**src/rtl/apb_demux_to.sv**
```systemverilog
// apb_demux_to: APB 1-to-NUM_SLV demux with runtime rule table, timeout abort and sticky error log
module apb_demux_to #(
  parameter int          NUM_SLV     = 11,
  parameter int          ADDR_W      = 32,
  parameter int          DATA_W      = 32,
  parameter int          TIMEOUT_CYC = 1024,
  parameter logic [31:0] ERR_DATA    = 32'hBADC_0FFE,
  parameter int          ERRCNT_W    = 16
) (
  input  logic                      clk_i,
  input  logic                      rst_ni,
  input  logic [ADDR_W-1:0]         s_paddr_i,
  input  logic [DATA_W-1:0]         s_pwdata_i,
  input  logic                      s_pwrite_i,
  input  logic                      s_psel_i,
  input  logic                      s_penable_i,
  output logic [DATA_W-1:0]         s_prdata_o,
  output logic                      s_pready_o,
  output logic                      s_pslverr_o,
  input  logic [NUM_SLV*ADDR_W-1:0] start_addr_i,
  input  logic [NUM_SLV*ADDR_W-1:0] end_addr_i,
  input  logic [NUM_SLV-1:0]        rule_en_i,
  output logic [ADDR_W-1:0]         m_paddr_o,
  output logic [DATA_W-1:0]         m_pwdata_o,
  output logic                      m_pwrite_o,
  output logic [NUM_SLV-1:0]        m_psel_o,
  output logic                      m_penable_o,
  input  logic [NUM_SLV*DATA_W-1:0] m_prdata_i,
  input  logic [NUM_SLV-1:0]        m_pready_i,
  input  logic [NUM_SLV-1:0]        m_pslverr_i,
  input  logic                      err_clr_i,
  output logic                      err_valid_o,
  output logic                      err_type_o,
  output logic [ADDR_W-1:0]         err_addr_o,
  output logic [ERRCNT_W-1:0]       err_cnt_o
);
  localparam int IDX_W = (NUM_SLV > 1) ? $clog2(NUM_SLV) : 1;
  localparam int CNT_W = (TIMEOUT_CYC > 1) ? $clog2(TIMEOUT_CYC) : 1;
  localparam logic [DATA_W-1:0] ERR_D = DATA_W'(ERR_DATA);

  typedef enum logic [1:0] {IDLE, SETUP, ACCESS, RESP} state_t;

  state_t              r_state, w_next;
  logic [ADDR_W-1:0]   r_addr;
  logic [DATA_W-1:0]   r_wdata, r_rdata;
  logic                r_write, r_slverr;
  logic [IDX_W-1:0]    r_idx, w_idx;
  logic [CNT_W-1:0]    r_cnt;
  logic                r_err_valid, r_err_type;
  logic [ADDR_W-1:0]   r_err_addr;
  logic [ERRCNT_W-1:0] r_err_cnt;
  logic                w_hit, w_accept, w_rdy, w_tout, w_act, w_err;
  logic [ADDR_W-1:0]   w_err_addr;

  assign w_accept   = (r_state == IDLE) && s_psel_i && !s_penable_i;
  assign w_rdy      = m_pready_i[r_idx];
  assign w_tout     = (TIMEOUT_CYC != 0) && (r_cnt == CNT_W'(TIMEOUT_CYC - 1));
  assign w_act      = (r_state == SETUP) || (r_state == ACCESS);
  assign w_err      = (w_accept && !w_hit) || ((r_state == ACCESS) && !w_rdy && w_tout);
  assign w_err_addr = (r_state == IDLE) ? s_paddr_i : r_addr;

  assign m_paddr_o   = r_addr;
  assign m_pwdata_o  = r_wdata;
  assign m_pwrite_o  = r_write;
  assign m_psel_o    = w_act ? (NUM_SLV'(1) << r_idx) : '0;
  assign m_penable_o = (r_state == ACCESS);
  assign s_pready_o  = (r_state == RESP);
  assign s_prdata_o  = (r_state == RESP) ? r_rdata : '0;
  assign s_pslverr_o = (r_state == RESP) && r_slverr;
  assign err_valid_o = r_err_valid;
  assign err_type_o  = r_err_type;
  assign err_addr_o  = r_err_addr;
  assign err_cnt_o   = r_err_cnt;

  // Priority decode: scanning downward lets the lowest matching enabled rule win
  always_comb begin
    w_hit = 1'b0;
    w_idx = '0;
    for (int i = NUM_SLV - 1; i >= 0; i--) begin
      if (rule_en_i[i] && s_paddr_i >= start_addr_i[i*ADDR_W +: ADDR_W] && s_paddr_i <= end_addr_i[i*ADDR_W +: ADDR_W]) begin
        w_hit = 1'b1;
        w_idx = IDX_W'(i);
      end
    end
  end

  // Next-state logic for the one-outstanding transaction FSM
  always_comb begin
    w_next = r_state;
    case (r_state)
      IDLE:    w_next = w_accept ? (w_hit ? SETUP : RESP) : IDLE;
      SETUP:   w_next = ACCESS;
      ACCESS:  w_next = (w_rdy || w_tout) ? RESP : ACCESS;
      default: w_next = IDLE;
    endcase
  end

  // State register; async reset drops downstream PSEL/PENABLE immediately
  always_ff @(posedge clk_i or negedge rst_ni) begin
    if (!rst_ni) r_state <= IDLE;
    else         r_state <= w_next;
  end

  // Request latch, response capture and ACCESS-cycle timeout counter
  always_ff @(posedge clk_i or negedge rst_ni) begin
    if (!rst_ni) begin
      r_addr   <= '0;
      r_wdata  <= '0;
      r_write  <= 1'b0;
      r_idx    <= '0;
      r_rdata  <= '0;
      r_slverr <= 1'b0;
      r_cnt    <= '0;
    end else begin
      if (w_accept) begin
        r_addr   <= s_paddr_i;
        r_wdata  <= s_pwdata_i;
        r_write  <= s_pwrite_i;
        r_idx    <= w_idx;
        r_rdata  <= w_hit ? '0 : ERR_D;
        r_slverr <= !w_hit;
      end
      if (r_state == ACCESS && w_rdy) begin
        r_rdata  <= m_prdata_i[int'(r_idx)*DATA_W +: DATA_W];
        r_slverr <= m_pslverr_i[r_idx];
      end else if (r_state == ACCESS && w_tout) begin
        r_rdata  <= ERR_D;
        r_slverr <= 1'b1;
      end
      r_cnt <= (r_state == SETUP) ? '0 : (r_state == ACCESS) ? r_cnt + 1'b1 : r_cnt;
    end
  end

  // Sticky first-error log and saturating error counter; a new error beats a clear
  always_ff @(posedge clk_i or negedge rst_ni) begin
    if (!rst_ni) begin
      r_err_valid <= 1'b0;
      r_err_type  <= 1'b0;
      r_err_addr  <= '0;
      r_err_cnt   <= '0;
    end else begin
      if (w_err && !(&r_err_cnt)) r_err_cnt <= r_err_cnt + 1'b1;
      if (w_err && (!r_err_valid || err_clr_i)) begin
        r_err_valid <= 1'b1;
        r_err_type  <= (r_state == ACCESS);
        r_err_addr  <= w_err_addr;
      end else if (err_clr_i) begin
        r_err_valid <= 1'b0;
        r_err_type  <= 1'b0;
        r_err_addr  <= '0;
      end
    end
  end
endmodule
```
**config.mk**
```make
export PLATFORM = sky130hd
export DESIGN_NAME = apb_demux_to
export DESIGN_NICKNAME = d
export VERILOG_FILES = /design/src/rtl/apb_demux_to.sv
export SDC_FILE = /design/constraint.sdc
export NUM_CORES = 2
export LEC_CHECK = 0
export BUFFER_PORTS_ARGS = -buffer_cell sky130_fd_sc_hd__buf_4
export CORE_AREA = 2 2 518 520
export CTS_CLUSTER_DIAMETER = 40
export DETAILED_ROUTE_END_ITERATION = 6
export DIE_AREA = 0 0 520 522
export PLACE_DENSITY = 0.38
export SLEW_MARGIN = 10
export SYNTH_ARGS = -nofsm -noshare
export SYNTH_HDL_FRONTEND = slang
export SYNTH_SLANG_ARGS = --single-unit
```
**constraint.sdc**
```tcl
create_clock -name clk_i -period 3.05 [get_ports clk_i]
set_input_delay 0.305 -clock clk_i [delete_from_list [all_inputs] [get_ports clk_i]]
set_output_delay 0.305 -clock clk_i [all_outputs]
set_load 0.1 [all_outputs]
```
# Word level (Yosys, flattened, before mapping)
# Cells that the tools add are included.
# op_classes
addsub	2
order_cmp	23
n_eq_ne	4
n_shift	2
n_mux	47
n_reduce_logical	46
# ops
cell	count
32-bit >= comparator	11
32-bit less-or-equal comparator	11
352-bit by 10-bit indexed part select with 32-bit output	1
32-bit 2-to-1 mux	8
4-bit 2-to-1 mux	11
1-bit logical AND	32
1-bit 2-to-1 mux	20
10-bit 2-to-1 mux	2
16-bit by 1-bit adder with 16-bit output (second input constant)	1
16-bit AND reduction	1
11-bit 2-to-1 mux	1
1-bit by 4-bit << shifter with 11-bit output (first input constant)	1
10-bit by 1-bit adder with 10-bit output (second input constant)	1
10-bit == test (second input constant)	1
1-bit binary-select mux with 4-bit select	2
2-bit case mux with 3 select lines	1
1-bit zero test	5
4-bit by 5-bit less-than comparator with 1-bit output (second input constant)	1
2-bit == test (second input constant)	2
1-bit logical OR	4
2-bit 2-to-1 mux	2
2-bit nonzero test	2
3-bit nonzero test	1
2-bit by 1-bit == test with 1-bit output (second input constant)	1
2-bit zero test	1
# totals
reg_bits	164
output_inout_bits	161
wordCells	136

# Depth between registers and ports, before layout
# depth
word_depth	19
ltp_mapped	13

# Worst setup path before layout
# OpenSTA, ideal clock, no wires.
# synth_path
path_type	register -> output
from	register r_idx[3]
to	output port m_psel_o[8]
t_arrival_ns	3.632
required_time_ns	2.745
setup_slack_ns	-0.887
path_stages_with_launch	7
n_path_buf	4
path_cell_list	dfrtp_1 clkbuf_1 clkbuf_1 clkbuf_1 clkbuf_1 nand3b_1 nor3_1
# synth_via
elab_chain_len	2
# synth_lines
item	line	source
start, declared	47	logic [IDX_W-1:0] r_idx, w_idx;
start signal, assigned	119	r_idx <= w_idx;
1-bit by 4-bit << shifter with 11-bit output	65	assign m_psel_o = w_act ? (NUM_SLV'(1) << r_idx) : '0;
11-bit 2-to-1 mux	65	
end, declared	26	output logic [NUM_SLV-1:0] m_psel_o,
# Every way passes these cells.

# Worst setup path in the final report
# layout_path
from	input port s_paddr_i[0]
to	register r_err_cnt[12], in the netlist err_cnt_o[12]
# layout_via
elab_chain_len	18
elab_cells_between_ends	59
cone_classes	order compare (22); mux (11); reduce/logical (26)
# layout_lines
item	line	source
start, declared	12	input logic [ADDR_W-1:0] s_paddr_i,
32-bit >= comparator	80	if (rule_en_i[i] && s_paddr_i >= start_addr_i[i*ADDR_W +: ADDR_W] && s_paddr_i <= end_addr_i[i*ADDR_W +: ADDR_ ...
1-bit logical AND (2 in series)	80	
1-bit 2-to-1 mux (10 in series)	80	
1-bit 2-to-1 mux (*)	80	
1-bit zero test (*)	59	assign w_err = (w_accept && !w_hit) || ((r_state == ACCESS) && !w_rdy && w_tout);
1-bit logical AND (*)	59	
1-bit logical OR (*)	59	
1-bit logical AND (*)	142	if (w_err && !(&r_err_cnt)) r_err_cnt <= r_err_cnt + 1'b1;
end signal, assigned	142	
end, declared	51	logic [ERRCNT_W-1:0] r_err_cnt;
# Mark *: on every way between the ends. The rest lies on a longest branch, timed or not.
# A chain may end at the register's enable or synchronous reset.

==> key figures <==
Job
  – Max Cap Violations: 0

Setup path
  – CP Capture Type: register
  – FF-to-FF setup slack: 0.07 ns
  – Arrival @ worst endpoint: 3.66 ns
  – Kind of start point of the critical path: input pin
  – Critical Path Fanout Max: 6
  – Critical Path RT: 3.44 ns
  – CP Class: input pin to register

Global route
  – First-pass GRT wire length: 323,000 um
  – Tot GR Track Use: 0.179
  – Vias in the first global route: 34,744
  – Initial antenna violation count: 141
  – Largest net degree at the start of global routing: 69
  – Global route overflow: 0

Route
  – Met1 WL: 109,000 um
  – Avg WL per Cell: 29.0 um
  – Routed wire length: 253,000 um
  – Post-route ant nets: 0
  – Number of remaining DRC errors: 288
  – Met3 WL: 17,800 um
  – Metal2 WL: 119,000 um
  – Top Layer Used: met5
  – DRT iter0 DRCs: 2,486
  – Via count: 34,205
  – First-pass DRT Iterations: 7
  – DR vias/cell: 3.91

Final layout
  – Area Overhead vs Synth: 72.7%
  – Filler instances: 30,219
  – Nets: 7,009
  – Non-filler cells, final: 8,743
  – Share of cells above drive strength 1: 0.396
  – Cell area after layout: 48,200 um2
  – Layout Utilization: 0.181

Yosys
  – Mapped Area: 27,900 um2
  – Cells after synthesis: 3,406
  – Adder-Cell Fraction of Synth Area: 0.318
  – Most instantiated cells after synthesis: 711 x inv_1, 710 x ha_1, 287 x a21oi_1
  – Ys async rst share: 1.00
  – Unique masters post-synth: 78
  – Synth Area per Inst: 8.19 um2
  – Synth Area in XOR/XNOR: 0.00565
  – Area leader, netlist: ha_1
  – Synthesis-stage register bit count: 164
  – Synth Net Count: 5,275
  – Top-area cell type share of the netlist area: 0.318
  – Top FF cell, synth: dfrtp_1
  – Number of synthesized flops with an enable pin: 0
  – Largest family of logic cells by synthesized area: adder cells
  – Top-count cell post-synth: inv_1
  – Yosys warns: 0
  – Synth Area in Compound Gates: 0.169
  – Fraction of the mapped netlist area in simple logic gates: 0.136
  – Sequential area share after synthesis: 0.147
  – Mux share of post-synthesis cell area: 0.117
  – Top cells by area, synth: ha_1 32%, dfrtp_1 15%, inv_1 9.6%

Run status
  – Failing checks: design-rule violations, negative setup slack
  – Status: finished, violations left

Place
  – Final HPWL DP: 228,000 um
  – Placed cells: 8,624
  – GP Congestion: 0.927
  – Port bufs: 1,319
  – Placed cell area: 46,200 um2

STA
  – Fin crit period: 3.27 ns
  – Fmax: 306 MHz
  – RSZ-0062 raised after global routing: true
  – Final hold vios: 0
  – Max-slew violation count: 0
  – Fin crit share: 1.07
  – Worst setup margin: -0.218 ns
  – Tightest Pin Transition: 0.963 ns
  – Hold_ws: 0.162 ns
  – Slew headroom: 0.358
  – Clock Skew: 0.0227 ns
  – Final setup vio count: 71

Floorplan
  – Die Area: 271,000 um2
  – Core Region: 266,000 um2
  – Die W: 520 um
  – I/O Pins: 1,320
  – Die boundary height: 522 um
  – Site row count: 190
  – Initial Util: 0.105

Clocking
  – Skew-Pair Late Insertion Delay: 0.51 ns
  – Max Root-Sink Buffers: 2
  – Reg clk slew, reported paths: 0.08 ns
  – CTS root buf: clkbuf_16
  – CTS buffer count: 17
  – H-tree levels: 4
  – CTS Sinks: 164
  – TritonCTS clock tree: yes

Pwr
  – Power Dens Cells: 497 nW/um2
  – Leak: 0.0251 uW
  – Max IR drop VDD: 0.343 mV

Worst hold path
  – Worst hold path class: input pin to register
[cell families after synthesis]
| logic type | after synthesis |
|---|---|
| AO/OA/AOI/OAI | 747 |
| AND/OR/NAND/NOR | 744 |
| buffers and inverters | 789 |
| XOR/XNOR | 18 |
| flip-flops | 164 |
| multiplexers | 234 |
| adder cells (fa/ha/maj) | 710 |
[metrics by stage]
step,total power [uW],worst slack [ns],setup TNS (ns)
5_1_grt,25100,-0.306,-16.63
6_report,23900,-0.218,-8.38
3_5_place_dp,21500,-1.38,-98.47
2_1_floorplan,13700,-0.275,-6.63
3_3_place_gp,21400,-1.38,-98.79
4_1_cts,24100,-0.193,-7.62
[cells in the final DEF, fill, tap and decap left out, drive strengths merged, types with 8 or more instances in the layout]
master,netlist,layout
ha,710,710
o21ai,166,166
mux2i,99,99
a31oi,21,21
o2111ai,8,8
a221oi,10,10
mux4,68,68
and2,41,41
o221a,23,23
and4,20,20
dlygate4sd3,0,34
mux2,67,67
a21o,78,78
nor4,16,16
nand2b,49,49
o211ai,34,34
a21oi,287,287
and3,16,16
o21a,8,8
o221ai,11,11
a211oi,32,32
buf,21,1754
inv,711,715
dfrtp,164,164
clkbuf,55,22
nor2b,39,39
nand4,103,103
nand3,77,77
xnor2,16,16
nor3,36,36
diode,0,38
nor2,104,104
nand2,226,226
[worst paths after layout]
kind | from | endpoint | cells past startpoint
setup / recovery | s_paddr_i[0] | err_cnt_o[12] | 19
max in group asynchronous | rst_ni | r_idx[0] | 3
hold / removal | s_paddr_i[0] | err_addr_o[0] | 3
setup reg to reg | r_idx[0] | r_rdata[3] | 12
min in group asynchronous | rst_ni | r_rdata[24] | 2
hold reg to reg | r_rdata[0] | r_rdata[0] | 2
[final cells by class]
cell class / count / area, um2 / area share
diodes: 38 / 95.1 / 0.00197
clock buffers: 19 / 433 / 0.00899
clock inverters: 13 / 144 / 0.00299
inverters: 713 / 2680 / 0.0556
multi-input cells: 2453 / 21600 / 0.448
flip-flops and latches: 164 / 4120 / 0.0854
well taps: 3552 / 4440 / 0.0922
repair buffers: 1791 / 14700 / 0.305
[worst max-delay path, cell delays in order]
cell	delay, ns
buf_12	0.12
clkinvlp_4	0.10
buf_12	0.15
buf_16	0.15
ha_4	0.21
nand2b_4	0.12
a2111o_1	0.39
a21oi_2	0.17
buf_6	0.14
o211ai_1	0.10
a21oi_1	0.18
a221o_1	0.19
buf_12	0.14
o2111ai_4	0.13
o32ai_4	0.28
buf_12	0.17
buf_12	0.12
nand4_1	0.12
mux2_4	0.32
[power by group]
| part | internal, uW | leakage [uW] | total [uW] | switching (uW) |
|---|---|---|---|---|
| logic | 6200 | 0.0228 | 18000 | 11800 |
| registers | 2980 | 0.00205 | 3660 | 683 |
| clock network | 1150 | 0.000277 | 2280 | 1130 |
[metal layers]
layer | up-vias | GRT usage
met5 | - | 0
met2 | 1665 | 0.304
li1 | 15614 | -
met4 | 48 | 0.0401
met1 | 16567 | 0.226
met3 | 311 | 0.0436
[repair_timing]
item                                    CTS  global route
setup buffers                             8             4
gates cloned                              1             3
endpoints found under the hold margin    99             0
resized for setup                       122            39
pin swaps                                39            29
hold buffers                             34             0
endpoints found under the setup margin   88            74
[state kept, by name, indices dropped and copies added, names as in the netlist]
signal	count
err_addr_o	32
m_paddr_o	32
m_pwdata_o	32
r_rdata	32
err_cnt_o	16
r_cnt	10
r_idx	4
r_state	2
err_type_o	1
err_valid_o	1
m_pwrite_o	1
r_slverr	1
Power figures use the tool's default switching activity.
